===== config.mk =====
export PLATFORM = sky130hd
export DESIGN_NAME = hamming_seq
export DESIGN_NICKNAME = d
export VERILOG_FILES = /design/src/rtl/hamming_pkg.sv /design/src/rtl/chunk_popcount.sv /design/src/rtl/hamming_seq.sv
export SDC_FILE = /design/constraint.sdc
export NUM_CORES = 1
export LEC_CHECK = 0
export CORE_MARGIN = 2
export CORE_UTILIZATION = 40
export DETAILED_ROUTE_END_ITERATION = 10
export PLACE_DENSITY = 0.71
export SLEW_MARGIN = 20
export SYNTH_ARGS = -nofsm -noshare
export SYNTH_HDL_FRONTEND = slang
export SYNTH_SLANG_ARGS = --single-unit

===== constraint.sdc =====
create_clock -name clk -period 6.6 [get_ports clk]
set_input_delay 0.66 -clock clk [delete_from_list [all_inputs] [get_ports clk]]
set_output_delay 0.66 -clock clk [all_outputs]
set_load 0.05 [all_outputs]

===== src/rtl/hamming_pkg.sv =====
`default_nettype none
// ============================================================================
// Module      : hamming_pkg
// Description : Shared types and helpers for the sequential Hamming
//               weight / distance unit.
// Revision    : 1.0 - initial release
// ============================================================================
package hamming_pkg;

    // Controller states of the multi-cycle counter
    typedef enum logic [1:0] {
        IDLE = 2'd0,
        RUN  = 2'd1,
        DONE = 2'd2
    } state_t;

    // Bits needed to hold a ones count of a w-bit vector (0..w inclusive)
    function automatic int popcount_width(input int w);
        return $clog2(w + 1);
    endfunction

endpackage : hamming_pkg
`default_nettype wire


===== src/rtl/chunk_popcount.sv =====
`default_nettype none
// ============================================================================
// Module      : chunk_popcount
// Description : Combinational ones counter for one CHUNK-bit slice.
// Revision    : 1.0 - initial release
// ============================================================================
module chunk_popcount
    import hamming_pkg::*;
#(
    parameter int CHUNK = 4
) (
    input  logic [CHUNK-1:0]                  i_bits,
    output logic [popcount_width(CHUNK)-1:0]  o_ones
);

    localparam int PW = popcount_width(CHUNK);

    // Sum the individual bits of the slice
    always_comb begin
        o_ones = '0;
        for (int i = 0; i < CHUNK; i++) begin
            o_ones = o_ones + PW'(i_bits[i]);
        end
    end

endmodule : chunk_popcount
`default_nettype wire


===== src/rtl/hamming_seq.sv =====
`default_nettype none
// ============================================================================
// Module      : hamming_seq
// Description : Multi-cycle Hamming weight (mode=0) / Hamming distance
//               (mode=1) unit. Counts CHUNK bits per cycle with a
//               start / busy / done handshake; latency is WIDTH/CHUNK + 1.
// Revision    : 1.0 - initial release
// ============================================================================
module hamming_seq
    import hamming_pkg::*;
#(
    parameter int WIDTH = 16,
    parameter int CHUNK = 4
) (
    input  logic                         clk,
    input  logic                         reset,
    input  logic                         start,
    input  logic                         mode,
    input  logic [WIDTH-1:0]             a,
    input  logic [WIDTH-1:0]             b,
    output logic                         busy,
    output logic                         done,
    output logic [$clog2(WIDTH+1)-1:0]   count
);

    localparam int CW = $clog2(WIDTH + 1);
    localparam int N  = WIDTH / CHUNK;
    localparam int PW = popcount_width(CHUNK);
    localparam int IW = (N > 1) ? $clog2(N) : 1;

    localparam logic [1:0] c_IDLE = IDLE;
    localparam logic [1:0] c_RUN  = RUN;
    localparam logic [1:0] c_DONE = DONE;

    // Reject illegal configurations while elaborating
    generate
        if (WIDTH < 1) begin : g_bad_width
            $fatal(1, "hamming_seq: WIDTH (%0d) must be >= 1", WIDTH);
        end
        if ((CHUNK < 1) || (WIDTH % CHUNK != 0)) begin : g_bad_chunk
            $fatal(1, "hamming_seq: WIDTH (%0d) must be a multiple of CHUNK (%0d)", WIDTH, CHUNK);
        end
    endgenerate

    logic [1:0]       r_state;
    logic [WIDTH-1:0] r_sr;
    logic [CW-1:0]    r_acc;
    logic [IW-1:0]    r_idx;
    logic [CW-1:0]    r_count;

    logic [PW-1:0]    w_ones;
    logic [CW-1:0]    w_sum;
    logic             w_last;
    logic [WIDTH-1:0] w_operand;

    chunk_popcount #(
        .CHUNK (CHUNK)
    ) u_chunk_popcount (
        .i_bits (r_sr[CHUNK-1:0]),
        .o_ones (w_ones)
    );

    // Running sum including the slice being counted this cycle
    assign w_sum     = r_acc + CW'(w_ones);
    assign w_last    = (r_idx == IW'(N - 1));
    assign w_operand = mode ? (a ^ b) : a;

    // FSM, shift register, accumulator and result register
    always_ff @(posedge clk) begin
        if (reset) begin
            r_state <= c_IDLE;
            r_sr    <= '0;
            r_acc   <= '0;
            r_idx   <= '0;
            r_count <= '0;
        end else begin
            case (r_state)
                c_IDLE: begin
                    if (start) begin
                        r_sr    <= w_operand;
                        r_acc   <= '0;
                        r_idx   <= '0;
                        r_state <= c_RUN;
                    end
                end
                c_RUN: begin
                    r_acc <= w_sum;
                    r_sr  <= r_sr >> CHUNK;
                    r_idx <= r_idx + IW'(1);
                    if (w_last) begin
                        r_count <= w_sum;
                        r_state <= c_DONE;
                    end
                end
                c_DONE: begin
                    // A start here chains the next request with no idle gap
                    if (start) begin
                        r_sr    <= w_operand;
                        r_acc   <= '0;
                        r_idx   <= '0;
                        r_state <= c_RUN;
                    end else begin
                        r_state <= c_IDLE;
                    end
                end
                default: begin
                    r_state <= c_IDLE;
                end
            endcase
        end
    end

    // Status outputs decode straight from the state register
    assign busy  = (r_state == c_RUN);
    assign done  = (r_state == c_DONE);
    assign count = r_count;

endmodule : hamming_seq
`default_nettype wire


**Word level (Yosys, flattened, before mapping)**

Cells that the tools add are included.

- Register bits: 30
- Logic and storage cells: 34

- Mux-type cells: 11
- Equal/unequal tests: 6
- Add/subtract/negate cells: 5
- Reduce and logical (&&, ||, !) cells: 6
- Bitwise gates (word level): 1

Operators with widths:

| cell | number |
|---|---|
| 16-bit 2-to-1 mux | 2 |
| 16-bit one-hot mux with 2 select lines | 1 |
| 16-bit bitwise XOR | 1 |
| 5-bit one-hot mux with 2 select lines | 1 |
| 3-bit by 1-bit adder with 3-bit output | 2 |
| 2-bit 2-to-1 mux | 3 |
| 2-bit one-hot mux with 3 select lines | 1 |
| 2-bit AND reduction | 3 |
| 5-bit by 3-bit adder with 5-bit output | 1 |
| 5-bit 2-to-1 mux | 1 |
| 2-bit equality test, second input constant | 2 |
| 2-bit by 1-bit != test with 1-bit output, second input constant | 2 |
| 2-bit one-hot mux with 2 select lines | 1 |
| 1-bit by 1-bit adder with 2-bit output | 1 |
| 2-bit by 1-bit adder with 2-bit output, second input constant | 1 |
| 2-bit by 1-bit equality test with 1-bit output, second input constant | 1 |
| 2-bit zero test | 1 |
| 2-bit != test, second input constant | 1 |
| 2-bit nonzero test | 1 |
| 2-bit OR reduction | 1 |
| 1-bit 2-to-1 mux | 1 |

**Logic depth before layout (Yosys ltp)**

Gate-level depths: netlist (run 1).

- Depth after elaboration: 5
- Depth in mapped cells: 9
- Gate-level depth less buffers: 9

**Modules after synthesis**

Synthesis (run 1) repeated with hierarchy kept, for this count alone.

- Cell total of the unflattened synthesis: 183
- Area, all modules: 1522.7 sq um

By module, submodules not included:

| module | cells each | sequential area each (sq um) | area each (sq um) | instances |
|---|---|---|---|---|
| hamming_seq | 175 | 600.6 | 1458.9 | 1 |
| chunk_popcount | 8 | 0.0 | 63.8 | 1 |

**Worst setup path before layout (run 1)**

Ideal clock, no wire load.

- Path kind: reg2reg
- From: register r_sr[0]
- To: register r_count[4] (netlist: count[4])
- Stages on the path, launching flop included: 10
- Setup time: 140 ps
- Clock period less this slack: 2286 ps
- Setup slack: 4314 ps
- Required time: 6460 ps
- Arrival time: 2146 ps
- Cells stage by stage: dfxtp_1 -> ha_1 -> inv_1 -> fa_1 -> inv_1 -> ha_1 -> fa_1 -> a21o_1 -> a32oi_1 -> a211oi_1

- Word-level cells in the longest chain between the ends: 4

Ends and longest elaborated chain:

| item | line | text |
|---|---|---|
| start: declaration | hamming_seq.sv:46 | `logic [WIDTH-1:0] r_sr;` |
| start signal: assignment | hamming_seq.sv:80 | `r_sr <= w_operand;` |
| start signal: assignment | hamming_seq.sv:88 | `r_sr <= r_sr >> CHUNK;` |
| start signal: assignment | hamming_seq.sv:98 | `r_sr <= w_operand;` |
| 1-bit by 1-bit adder with 2-bit output | chunk_popcount.sv:22 | `o_ones = o_ones + PW'(i_bits[i]);` |
| 3-bit by 1-bit adder with 3-bit output (2 in a row) | chunk_popcount.sv:22 |  |
| 5-bit by 3-bit adder with 5-bit output | hamming_seq.sv:64 | `assign w_sum = r_acc + CW'(w_ones);` |
| end signal: assignment | hamming_seq.sv:91 | `r_count <= w_sum;` |
| end: declaration | hamming_seq.sv:49 | `logic [CW-1:0] r_count;` |

Every way passes these cells.
A chain may end at the register's enable or synchronous reset.

**Worst setup path after layout (run 1)**

- From: register r_state[0]
- To: output port busy

- Word-level cells in the longest chain between the ends: 1

Ends and longest elaborated chain:

| item | line | text |
|---|---|---|
| start: declaration | hamming_seq.sv:45 | `logic [1:0] r_state;` |
| start signal: assignment | hamming_seq.sv:71 | `r_state <= c_IDLE;` |
| start signal: assignment | hamming_seq.sv:83 | `r_state <= c_RUN;` |
| start signal: assignment | hamming_seq.sv:92 | `r_state <= c_DONE;` |
| 2-bit by 1-bit equality test with 1-bit output | hamming_seq.sv:114 | `assign busy = (r_state == c_RUN);` |
| end: declaration | hamming_seq.sv:21 | `output logic busy,` |

Every way passes these cells.

==> summary.md, run 1 <==
| Metric | Value |
|---|---|
| Status | completed |
| Final ANT Viol Nets | 0 |
| Post-route minimum period | 2890 ps |
| Most common cell after layout, fill and taps aside | clkdlybuf4s50_1 |
| Worst hold endpoint | r_sr[13]$_SDFFE_PP0P_ |
| DIE HEIGHT | between 70 and 80 um |
| Total number of vias | ~1600 |
| Clk Latency, worst-skew pair | 280 ps |
| Hold Crit Start | r_sr[13]$_SDFFE_PP0P_ |
| MaxCap Viol Count | 0 |
| Synth Instances | 203 |
| Netlist Area Pre-Place | 1780 sq um |
| Largest net degree at the start of global routing | 34 |
| Vias per cell | 5.51 |
| Initial Util | between 40% and 50% |
| Die footprint | 5000 sq um |
| Inserted Clock Buffers | 5 |
| Total negative slack | 0 ps |
| R2R setup slack | between 4000 and 5000 ps |
| Syn Nets | 247 |
| IR drop worst, VDD | 0.0000981 V |
| Final GP Congestion | around 0.8 |
| Final WL | 3.75 mm |
| Critical path's top delay family | buffers and inverters |
| Area leader, netlist | dfxtp_1 |
| Synth top area share | 33.7% |
| Fin cells | 290 |
| Cells along the critical path | nand2b_1 -> buf_4 -> clkinv_4 -> clkdlybuf4s50_1 |
| Critical Path AT | 2230 ps |
| Core box area | 4320 sq um |
| Fin. Hold Viols | 0 |
| Placed insts | ~280 |
| Port bufs | 42 |
| Fin nets | 282 |
| Routed wire per std cell | 12.9 um |
| Hold crit path type | flop to flop |
| CP Launch Type | flop |
| DIE WIDTH | 70.7 um |
| Sequential Power Share | 45.6% |
| CTS H-Tree Depth | 2 |
| Initial antenna violation count | 0 |
| Post-synth ARST share | 0% |
| FF-to-FF End | count[4]$_SDFFE_PP0P_ |
| CP bufs+invs | 3 |
| CP Class | flop to output port |
| Hold Path Depth | 2 |
| P&R area growth vs syn | 27.4% |
| CTS Buffer Depth | 2 |
| Clock Power Share | 31.3% |
| R2R depth | 9 |
| Measured slew at the worst slew-check pin | 1030 ps |
| Clock sink count | 30 |
| Worst-path clk slew | 60 ps |
| 1st-iter DRT viols | 46 |
| Vias in the first global route | 1549 |
| Post-synth cell types | 38 |
| Post-CTS Resized | 0 |
| Net Sw Frac | 28.6% |
| Final Skew | about 3.7 ps |
| CTS tree | yes |
| RR Startpoint | r_sr[1]$_SDFFE_PP0P_ |
| Power Density | 195 nW/um^2 |
| Commonest non-fill, non-tap cells in the layout | clkdlybuf4s50_1 (42), dfxtp_1 (30), and3b_1 (17), a21boi_0 (16), o21ai_1 (13) |
| Total congestion overflow | 0 |
| Post-synth EDFFs | 0 |
| Final Power | ~0.00044 W |
| Register bit total from synthesis | 30 |
| Comb power frac | 23.2% |
| Register area share after synthesis | around a third |
| Average cell area after synthesis | 8.78 sq um |
| Yosys warns | 0 |
| Critical path's largest stage delay | 830 ps |
| Final core utilization | 52.5% |
| Worst rel slew slack | around a third |
| Slowest CP cell | clkdlybuf4s50_1 |
| Worst Path Required | 5940 ps |
| Share of layout cells above drive strength 1 | 5.88% |
| Switching power total | 0.000127 W |
| Synth top area cells | dfxtp_1 (34%), and3b_1 (8.4%), a21boi_0 (6.7%) |
| Root buffer cell | clkbuf_8 |
| Dpl hpwl | 2.69 mm |
| Global-route wire length before repair | roughly 6.5 mm |
| CP Max Fanout | 28 |
| Total track usage | 16.4% |
| N_diodes | 0 |
| # rows | 24 |
| Fin crit share | 43.7% |
| Setup violations, final | 0 |
| Top achievable clock speed | 0.346 GHz |
| Prevailing post-synth register cell | dfxtp_1 |
| Crit end category | output port |
| Cell internal pwr | 0.000315 W |
| Pre-antenna DRT Iters | 4 |
| I/O pins | 43 |
| Pins over their slew limit | 0 |
| Setup Fix Bufs, Post-CTS | 0 |
| Hold-fix buffers, CTS | 0 |
| DR DRC count | 0 |
| RSZ-0062 raised after global routing | no |
| Cell leakage power | 0.892 nW |
how the worst max path moves through the flow:
stage	from	to	slack, ps	depth (start not counted)
floorplan	r_sr[0]$_SDFFE_PP0P_	count[4]$_SDFFE_PP0P_	4310	9
global placement	r_state[0]$_SDFFE_PP0P_	busy	4040	4
detailed placement	r_state[0]$_SDFFE_PP0P_	busy	4040	4
CTS	r_state[0]$_SDFFE_PP0P_	busy	3710	4
global route	r_state[0]$_SDFFE_PP0P_	busy	3610	4
finish	r_state[0]$_SDFFE_PP0P_	busy	3710	4
state kept, by name (all words and copies together), names as in the netlist:
| name | count |
|---|---|
| r_state | 2 |
| r_idx | 2 |
| r_acc | 5 |
| r_sr | 16 |
| count | 5 |
power by group through the flow:
stage	logic (W)	registers [W]	clock network (W)
2_1_floorplan	0.0000697	0.000203	0
3_3_place_gp	0.000101	0.000205	0
3_5_place_dp	0.000103	0.000205	0
4_1_cts	0.000103	0.000201	0.000144
5_1_grt	0.000115	0.000203	0.000150
6_report	0.000102	0.000201	0.000138
synth_stat cells, drive strengths merged (4+ instances only):
| cell type | instances |
|---|---|
| clkbuf | 5 |
| o21bai | 12 |
| nand2b | 4 |
| and3b | 17 |
| nand3 | 12 |
| o21ai | 16 |
| inv | 7 |
| ha | 6 |
| nor2 | 6 |
| a21boi | 16 |
| nand2 | 4 |
| nor3 | 11 |
| a211oi | 12 |
| dfxtp | 30 |
| a21oi | 11 |
| nor2b | 4 |
| buf | 11 |
worst min-delay path: stages, from the launching register on:
cell and delay (ps):
dfxtp_1 310, nand3_1 60, a21oi_1 50
stage by stage:
stage | hold WS, ps | setup slack (ps) | instance area, sq um
floorplan | 444 | 4310 | 1780
global placement | 452 | 4040 | 2190
detailed placement | 459 | 4040 | 2190
CTS | 467 | 3710 | 2270
global route | 486 | 3610 | 2270
finish | 465 | 3710 | 2270
per-layer routing:
metal,vias to the layer above,part of all wire (%),wire [um],GRT usage (%)
li1,816,-,-,-
met1,747,46,1730,19.0
met2,27,49,1840,28.0
met3,7,3.1,115,5.13
met4,0,1.7,63,6.29
met5,-,0,0,0
area by class of cell:
type / count / area, sq um
clock inverter: 2 / 10.0
tap: 52 / 65.1
sequential: 30 / 601
clock buffer: 5 / 68.8
inverter: 8 / 35.0
multi-input combinational: 149 / 1050
fill: 437 / 2050
timing repair buffer: 44 / 435
cell families after synthesis:
family	after synthesis	synth area share, %
AO/OA/AOI/OAI	76	29.8
XOR/XNOR	1	0.492
adder cells (fa/ha/maj)	8	6.46
buffers and inverters	24	7.09
flip-flops	30	33.7
multiplexers	2	1.12
AND/OR/NAND/NOR	62	21.3
No activity file was read; power rests on OpenSTA's default activity.
==> inputs of run 2 (changes only) <==
clock period = 3 ns   (was 6.6 ns; I/O delays follow)
==> summary.md, run 2 (synthesized netlist as in run 1, its figures left out) <==
| Metric | Value |
|---|---|
| Hold Path Depth | 2 |
| Crit end category | flop |
| CP Class | flop to flop |
| Met2 Resource Use GR | 29.6% |
| CTS H-Tree Depth | 2 |
| Instance count on the critical path | 9 |
| Status | completed |
| P&R area growth vs syn | 28.1% |
| Design area | 2280 sq um |
| Share of layout cells above drive strength 1 | 5.83% |
| Setup violations, final | 0 |
| Global-route wire length before repair | 6.77 mm |
| Total track usage | 16.8% |
| Inserted Clock Buffers | 5 |
| Worst rel slew slack | 43.9% |
| CP Max Fanout | 3 |
| DIE WIDTH | a little over 70 um |
| DIE HEIGHT | 70.7 um |
| Fin cells | 292 |
| 1st-iter DRT viols | 82 |
| Largest net degree at the start of global routing | 34 |
| GR Util met3 | 3.85% |
| Pre-antenna DRT Iters | 4 |
| Port bufs | 42 |
| Root buffer cell | clkbuf_8 |
| Final core utilization | 52.8% |
| # rows | 24 |
| R2R depth | 9 |
| Setup Fix Bufs, Post-CTS | 0 |
| Cells along the critical path | ha_1 -> inv_1 -> fa_1 -> inv_1 -> ha_1 -> fa_1 -> a21o_1 -> a32oi_1 -> a211oi_1 |
| Initial antenna violation count | 0 |
| IR drop worst, VDD | 0.000248 V |
| Measured slew at the worst slew-check pin | about 840 ps |
| Critical path's largest stage delay | between 400 and 500 ps |
| Commonest non-fill, non-tap cells in the layout | clkdlybuf4s50_1 (42), dfxtp_1 (30), and3b_1 (17), a21boi_0 (16), o21ai_1 (13) |
| CP bufs+invs | 2 |
| Final Skew | 4.16 ps |
| Busiest grt layer | met2 |
| Most common cell after layout, fill and taps aside | clkdlybuf4s50_1 |
| CTS tree | yes |
| RSZ-0062 raised after global routing | no |
| Fin crit share | 80.8% |
| Critical Path AT | around 2600 ps |
| Die footprint | 5000 sq um |
| Total number of vias | 1594 |
| Placed inst area | 2210 sq um |
| Final Power | 0.000972 W |
| Post-CTS Resized | 0 |
| Power Density | 426 nW/um^2 |
| Fin nets | about 280 |
| MaxCap Viol Count | 0 |
| Top achievable clock speed | 0.413 GHz |
| Hold-fix buffers, CTS | 0 |
| CP Launch Type | flop |
| Dpl hpwl | ~2.7 mm |
| Slowest CP cell | fa_1 |
| Placed insts | 285 |
| Vias in the first global route | 1604 |
| Total congestion overflow | 0 |
| Fin. Hold Viols | 0 |
| N_diodes | 0 |
| Most flop-heavy register | r_sr |
| Cell leakage power | 0.896 nW |
| Core box area | 4320 sq um |
| Pins over their slew limit | 0 |
| Clock sink count | 30 |
| Clk Latency, worst-skew pair | 280 ps |
| Critical path's top delay family | adder cells |
| Vias per cell | 5.46 |
| Routed wire per std cell | 12.8 um |
| Total negative slack | 0 ps |
| CTS Buffer Depth | 2 |
| Final GP Congestion | 0.761 |
| Worst-path clk slew | 60 ps |
| Final WL | 3.72 mm |
| Max FFs per register | 16 |
| Initial Util | 41.2% |
| I/O pins | 43 |
| Final ANT Viol Nets | 0 |
| Post-route minimum period | 2420 ps |
| Met1 track demand over resource | a little under 20% |
| Worst Path Required | around 3200 ps |
| DR DRC count | 0 |
| Hold crit path type | flop to flop |
-- run 2: cell count changes in the layout (fill, tap and decap cells not counted) --
cell | previous run | this run
buf_4 | 2 | 4
clkbuf_1 | 0 | 2
clkinv_2 | 2 | 0
-- run 2: final timing paths --
path                                            start                     to  slack [ps]
worst max-delay path             r_sr[0]$_SDFFE_PP0P_  count[4]$_SDFFE_PP0P_         580
worst min-delay path            r_sr[14]$_SDFFE_PP0P_  r_sr[14]$_SDFFE_PP0P_         460
worst max register to register   r_sr[0]$_SDFFE_PP0P_  count[4]$_SDFFE_PP0P_         580
worst min register to register  r_sr[14]$_SDFFE_PP0P_  r_sr[14]$_SDFFE_PP0P_         460
-- run 2: where the power goes --
group / switching [W] / internal [W]
logic: 0.000115 / 0.000116
registers: 0.0000137 / 0.000426
clock network: 0.000142 / 0.000159
-- run 2: cell type report --
cell class,instances,area (sq um)
Clock buffer,7,76.3
Fill cell,435,2040
Inverter,8,35.0
Multi-Input combinational cell,149,1050
Sequential cell,30,601
Tap cell,52,65.1
Timing Repair Buffer,46,450
-- run 2: through the flow --
step	hold slack (ps)	setup slack, ps
after floorplan	434	714
after global placement	452	647
after detailed placement	461	597
after CTS	468	587
after global routing	496	455
final	465	576
-- run 2: per-layer routing --
layer / part of all wire (%) / vias to the layer above
met1: 46 / 737
met2: 49 / 25
li1: - / 824
met5: 0 / -
met4: 1.9 / 0
met3: 3.1 / 8
-- run 2: worst min-delay path, delay by kind of cell, from the launching register on --
kind / cells / cell delay (ps)
DFF: 1 / 310
and+or+nand+nor: 1 / 60
AOI/OAI and AO/OA: 1 / 50
==> inputs of run 3 (changes only) <==
PLACE_DENSITY = 0.73   (was 0.71)
clock period = 2.15 ns   (was 3 ns; I/O delays follow)
==> summary.md, run 3 (synthesized netlist as in run 1, its figures left out) <==
| Metric | Value |
|---|---|
| Share of layout cells above drive strength 1 | a little over an eighth |
| Root buffer cell | clkbuf_8 |
| Global-route wire length before repair | 6.73 mm |
| Die footprint | between 5000 and 6000 sq um |
| Cell leakage power | 0.917 nW |
| Final ANT Viol Nets | 0 |
| Fill cell count | between 300 and 400 |
| Port bufs | 42 |
| Final WL | 3.86 mm |
| Vias per cell | 5.51 |
| # rows | 24 |
| Critical path's largest stage delay | 490 ps |
| Clock sink count | 30 |
| Fin. Hold Viols | 0 |
| P&R area growth vs syn | 34.2% |
| Inserted Clock Buffers | 5 |
| Measured slew at the worst slew-check pin | 498 ps |
| Slowest CP cell | fa_1 |
| CP Class | flop to flop |
| Total track usage | approximately 17% |
| Fin nets | ~290 |
| IR drop worst, VDD | 0.000418 V |
| Sequential Power Share | a little over two fifths |
| Most common cell after layout, fill and taps aside | clkdlybuf4s50_1 |
| CTS tree | yes |
| Top achievable clock speed | about 0.44 GHz |
| CTS H-Tree Depth | 2 |
| N_diodes | 0 |
| Pins over their slew limit | 0 |
| RSZ-0062 raised after global routing | yes |
| Initial Util | about two fifths |
| Fin crit share | 107% |
| Setup violations, final | 4 |
| Pre-antenna DRT Iters | 4 |
| DR DRC count | 0 |
| Crit end category | flop |
| Final Power | 0.00145 W |
| Status | finished with violations |
| Vias in the first global route | 1599 |
| Hold crit path type | flop to flop |
| Cells along the critical path | ha_4 -> inv_2 -> fa_1 -> inv_2 -> ha_4 -> fa_2 -> a21o_1 -> a32oi_2 -> a211oi_2 |
| DIE HEIGHT | ~71 um |
| Commonest non-fill, non-tap cells in the layout | clkdlybuf4s50_1 (41), dfxtp_1 (29), and3b_1 (17), a21boi_0 (16), o21ai_1 (13) |
| Failing checks | setup timing |
| Most flop-heavy register | r_sr |
| I/O pins | 43 |
| Setup Fix Bufs, Post-CTS | 0 |
| Switching power total | between 0.0004 and 0.0005 W |
| Final GP Congestion | 0.796 |
| Worst Path Required | 2320 ps |
| Cell internal pwr | 0.00104 W |
| CP Launch Type | flop |
| Critical path's top delay family | adder cells |
| 1st-iter DRT viols | 61 |
| Worst rel slew slack | between 60% and 70% |
| Comb power frac | between 20% and 30% |
| Initial antenna violation count | 0 |
| Multi-input logic area | approximately 1100 sq um |
| Critical Path AT | 2460 ps |
| Worst-path clk slew | 70 ps |
| Core box area | around 4300 sq um |
| Clock Power Share | between 30% and 40% |
| CP bufs+invs | 2 |
| Total congestion overflow | 0 |
| Final Skew | 5.75 ps |
| CTS Buffer Depth | 2 |
| Place WS | -164 ps |
| Routed wire per std cell | 13.0 um |
| Seq. cell area | 602 sq um |
| Total number of vias | 1631 |
| Dpl hpwl | 2.77 mm |
| MaxCap Viol Count | 0 |
| Largest net degree at the start of global routing | 33 |
| Clk Latency, worst-skew pair | between 200 and 300 ps |
| Max FFs per register | 16 |
| Net Sw Frac | about 28% |
| Final worst slack | -146 ps |
| Power Density | 605 nW/um^2 |
| Post-route minimum period | 2300 ps |
| DIE WIDTH | roughly 70 um |
| CP Max Fanout | 3 |
==> run 3: worst min-delay path, cell delays in order (launching register included) <==
cell and delay [ps]:
dfxtp_1 310, nand3_1 60, a21oi_1 50
==> run 3: timing repair <==
action                                  CTS  global route
endpoints found under the hold margin     0             0
pin swaps                                 4             4
hold buffers                              0             0
endpoints found under the setup margin    6             8
resized for setup                         4             7
cloned                                    0             0
==> run 3: worst paths after layout <==
path,end,depth (start not counted),startpoint,slack (ps)
setup reg to reg,count[4]$_SDFFE_PP0P_,9,r_sr[1]$_SDFFE_PP0P_,-150
setup / recovery,count[4]$_SDFFE_PP0P_,9,r_sr[1]$_SDFFE_PP0P_,-150
hold reg to reg,r_sr[13]$_SDFFE_PP0P_,2,r_sr[13]$_SDFFE_PP0P_,460
hold / removal,r_sr[13]$_SDFFE_PP0P_,2,r_sr[13]$_SDFFE_PP0P_,460
==> run 3: per-stage QoR <==
| step | util (%) | hold WS (ps) | setup TNS (ps) | instances | cell area [sq um] |
|---|---|---|---|---|---|
| floorplan | - | 349 | -73.0 | 203 | 1790 |
| global placement | 51.9 | 452 | -289 | 288 | 2240 |
| detailed placement | 51.9 | 459 | -497 | 288 | 2240 |
| CTS | 54.4 | 466 | -411 | 296 | 2350 |
| global route | 55.3 | 498 | -931 | 296 | 2390 |
| finish | 55.3 | 462 | -401 | 296 | 2390 |
==> run 3: cell type report <==
type                       count  area share (%)
inverter                       8            1.47
clock buffer                   7            3.61
multi-input combinational    149            46.6
clock inverter                 1           0.209
sequential                    30            25.2
tap                           52            2.72
timing repair buffer          49            20.2
==> run 3: layer usage <==
layer | vias up | global-route usage [%] | wire, um
met5 | - | 0 | 0
met4 | 0 | 5.03 | 49
met3 | 4 | 3.99 | 141
met2 | 32 | 30.8 | 1980
met1 | 765 | 18.4 | 1690
li1 | 830 | - | -
==> run 3: power by group through the flow <==
stage | combinational (W) | sequential [W] | clock [W]
finish | 0.000358 | 0.000617 | 0.000471
global route | 0.000400 | 0.000622 | 0.000501
CTS | 0.000343 | 0.000616 | 0.000477
detailed placement | 0.000338 | 0.000626 | 0
global placement | 0.000332 | 0.000624 | 0
floorplan | 0.000216 | 0.000623 | 0
==> edit 1, RTL diff (flow settings as in run 3) <==
Make the reset (`reset`) asynchronous in one clocked block.
--- a/src/rtl/hamming_seq.sv
+++ b/src/rtl/hamming_seq.sv
@@ -67,5 +67,5 @@
 
     // FSM, shift register, accumulator and result register
-    always_ff @(posedge clk) begin
+    always_ff @(posedge clk or posedge reset) begin
         if (reset) begin
             r_state <= c_IDLE;
Check against the original RTL: differs if reset is asserted again (counterexample within 4 cycles, from zero or initial values and one cycle with reset high); with reset held inactive, the same outputs for 10 cycles.
==> edit 1 against run 3 <==
  * The flow still finishes with violations (setup timing)
  * Wire length shrank 15%
  * Core utilization is 2.8 points higher
  * Setup slack worse by 0.018 ns
  * Cell area decreased by 4.1%
  * Sequential cell count unchanged
  * Area after synthesis fell by 9.3%
  * Synthesized cell count decreased by 20%
  * Critical path depth did not move
Power is not compared: it rests on default switching activity, and its combinational part moved more than twofold at a synthesized area within 25%.
==> edit 1: results (changes against run 3) <==
Status
  • Status: finished, violations left (unchanged)
  • Failing checks: setup timing (unchanged)

Timing
  • Final setup viols: 8 (was 4)
  • TNS Setup: -0.7976 ns (was -0.4013 ns)
  • Slew @ Worst Pin: 0.5644 ns (was 0.4981 ns)
  • Final WS setup: -0.1641 ns (was -0.1464 ns)

Synthesis
  • Mapped Nets: 207 (was 247)
  • XOR/XNOR Fraction of Synth Area: 9.211% (was 0.4916%)
  • Synth cell types: 31 (was 38)
  • Share of flip-flops with an asynchronous set or reset: 100.0% (was 0%)
  • Top post-synthesis cells by area: dfrtp_1, xor2_1, nand2_1, o211ai_1, ha_1 (was dfxtp_1, and3b_1, a21boi_0, o21bai_1, ha_1)
  • Synth Area in Compound Gates: 15.48% (was 29.85%)
  • Top post-synthesis cells by count: nand2_1, dfrtp_1, xor2_1 (was dfxtp_1, and3b_1, a21boi_0)
  • Post-Synth Adder-Cell Area: 7.121% (was 6.461%)
  • Synthesized instance count: 163 (was 203)
  • Multiplexer share of the synthesized area: 1.393% (was 1.124%)

Drt
  • Wire per inst: 12.64 um (was 13.04 um)
  • Metal2 WL: 1.526 mm (was 1.980 mm)
  • DR vias/cell: 4.989 (was 5.510)
  • Initial drt markers: 57 (was 61)
  • Routed via count: 1,302 (was 1,631)
  • Routed metal-1 wirelength: 1.526 mm (was 1.687 mm)
  • First drt pass iteration count: 3 (was 4)
  • Met3 wire len: 213 um (was 141 um)

Worst setup path
  • R2r startpoint: r_sr[1] (unchanged)
  • CP max-delay cell: fa_2 (was fa_1)
  • Crit-path max FO: 2 (was 3)
  • Crit path largest cell delay: 0.51 ns (was 0.49 ns)
  • Critical path arrival: 2.48 ns (was 2.46 ns)

Place
  • Post-place instance area: 2123 um^2 (was 2243 um^2)
  • Post-place setup slack: -0.1879 ns (was -0.1636 ns)
  • HPWL Detailed: 2.285 mm (was 2.770 mm)
  • GPL Wtd Cong: 0.8154 (was 0.7964)

Layout
  • Inverters: 9 (was 8)
  • Number of sequential cells: 30 (unchanged)
  • Fillers: 356 (was 393)
  • Comb_multi_in: 115 (was 149)
  • # clk buffers: 8 (was 7)
  • Multi-input combinational area share: 37.01% (was 46.62%)
  • Fraction of final layout cells sized beyond drive strength 1: 15.17% (was 13.11%)
  • NonClk Buf Share: 21.23% (was 20.20%)

Global route
  • Pin count of the biggest net entering global routing: 32 (was 33)
  • Met2 Use GR: 29.17% (was 30.84%)
  • First-pass GRT wire length: 5.789 mm (was 6.734 mm)
  • GRT met1 Usage: 19.85% (was 18.44%)

Die
  • Row cnt: 23 (was 24)

Hold path
  • Hold crit path type: in2async (was reg2reg)
## edit 1: worst min-delay path by stage
stage / endpoint / slack, ns / startpoint / cells after the start
CTS: r_idx[1] / 0.32 / reset / 3
global placement: count[2] / 0.46 / count[2] / 2
floorplan: count[0] / 0.31 / reset / 1
detailed placement: count[3] / 0.47 / count[3] / 2
global route: r_sr[14] / 0.36 / reset / 3
finish: count[3] / 0.31 / reset / 3
## edit 1: timing repair
item	4_1_cts	5_1_grt
setup endpoints to repair	8	8
pin swaps	8	4
resized for setup	7	3
setup buffers	1	0
## edit 1: power breakdown
| part | switching (mW) | internal, mW | total [mW] | leakage (nW) |
|---|---|---|---|---|
| Sequential | 0.163 | 0.823 | 0.987 | 0.381 |
| Combinational | 0.972 | 0.887 | 1.86 | 0.552 |
| Clock | 0.215 | 0.323 | 0.538 | 0.0575 |
==> edit 2, RTL diff (config.mk and constraints of run 3) <==
Without the edit above. The parameter `WIDTH` goes from 16 to 32.
--- a/src/rtl/hamming_seq.sv
+++ b/src/rtl/hamming_seq.sv
@@ -10,5 +10,5 @@
     import hamming_pkg::*;
 #(
-    parameter int WIDTH = 16,
+    parameter int WIDTH = 32,
     parameter int CHUNK = 4
 ) (
Interface: changed (resized a, b and count); port bits go from 43 to 76. No check against the original RTL was run, so the function may have changed too.
==> edit 2 against run 3 <==
  * Highest routed layer unchanged
  * Sequential cell count grew 19
  * Total power grew 50%
  * Final cell count grew 61%
  * Wire length grew 64%
  * Setup slack lost 0.14 ns
  * The flow still finishes with violations (setup timing)
  * Area after synthesis grew 50%
  * Cell area grew 52%
  * Clock power grew 11%
==> edit 2: results (changes against run 3) <==
Layout
  • Fraction of final layout cells sized beyond drive strength 1: 10.47% (was 13.11%)
  • Layout clock area frac: 2.271% (was 3.820%)
  • Multi-input logic area: 1607 um^2 (was 1115 um^2)
  • Sequential Area: 983.4 um^2 (was 601.8 um^2)
  • Nonclk buf count: 84 (was 49)
  • Fillers: 600 (was 393)
  • Comb_multi_in: 251 (was 149)
  • Max FFs per register: 32 (was 16)
  • Area grow syn2layout: 36.37% (was 34.20%)

Status
  • Failing checks: setup timing (unchanged)
  • Status: finished, violations left (unchanged)

CTS
  • TritonCTS Sinks: 49 (was 30)
  • PostCTS Resize Cnt: 8 (was 4)
  • Clk pin slew, worst setup/hold paths: 0.09 ns (was 0.07 ns)

Hold path
  • Hold crit path type: in2reg (was reg2reg)
  • Hold Startpoint: reset (was r_sr[13])

Worst setup path
  • Critical path arrival: 2.65 ns (was 2.46 ns)
  • Crit path largest cell delay: 0.43 ns (was 0.49 ns)
  • Reg2reg path depth: 11 (was 9)
  • CP max-delay cell: fa_2 (was fa_1)

Synthesis
  • Synth cell types: 35 (was 38)
  • Top post-synthesis cells by area: dfxtp_1, nor2_1, xor2_1, o22a_1, nand2_1 (was dfxtp_1, and3b_1, a21boi_0, o21bai_1, ha_1)
  • Synth Area in Compound Gates: 16.19% (was 29.85%)
  • Syn_area_per_cell: 7.983 um^2 (was 8.777 um^2)

Pwr
  • Switching power total: 0.6367 mW (was 0.4097 mW)
  • Combinational power: 0.621 mW (was 0.358 mW)
  • Worst vdd ir: 0.2742 mV (was 0.4184 mV)

Drt
  • DRT Wirelength: 6.314 mm (was 3.859 mm)
  • Wire per inst: 13.21 um (was 13.04 um)

Timing
  • Final setup viols: 9 (was 4)
  • Slew HR: 41.61% (was 66.69%)
  • Final WS setup: -0.2870 ns (was -0.1464 ns)
==> edit 2: cell types whose count changed in the layout (fill, tap and decap cells not counted), moves of 15 or more <==
| cell | before | now |
|---|---|---|
| nand2_1 | 4 | 39 |
| dfxtp_1 | 29 | 47 |
| nor2_1 | 6 | 73 |
| nor3_1 | 11 | 26 |
| xor2_1 | 0 | 30 |
| and3b_1 | 17 | 0 |
| clkdlybuf4s50_1 | 41 | 72 |
| a21boi_0 | 16 | 0 |
| o22a_1 | 0 | 28 |
==> edit 2: layer usage <==
| metal | wire length, um | vias to the layer above | global-route usage (%) |
|---|---|---|---|
| met5 | 0 | - | 0 |
| li1 | - | 1248 | - |
| met4 | 88 | 0 | 5.628 |
| met2 | 2971 | 67 | 28.34 |
| met3 | 350 | 8 | 4.042 |
| met1 | 2903 | 1113 | 22.29 |
==> edit 2: worst paths after layout <==
path | end
max | r_acc[4]
min | count[2]
max reg2reg | r_acc[4]
min reg2reg | count[0]
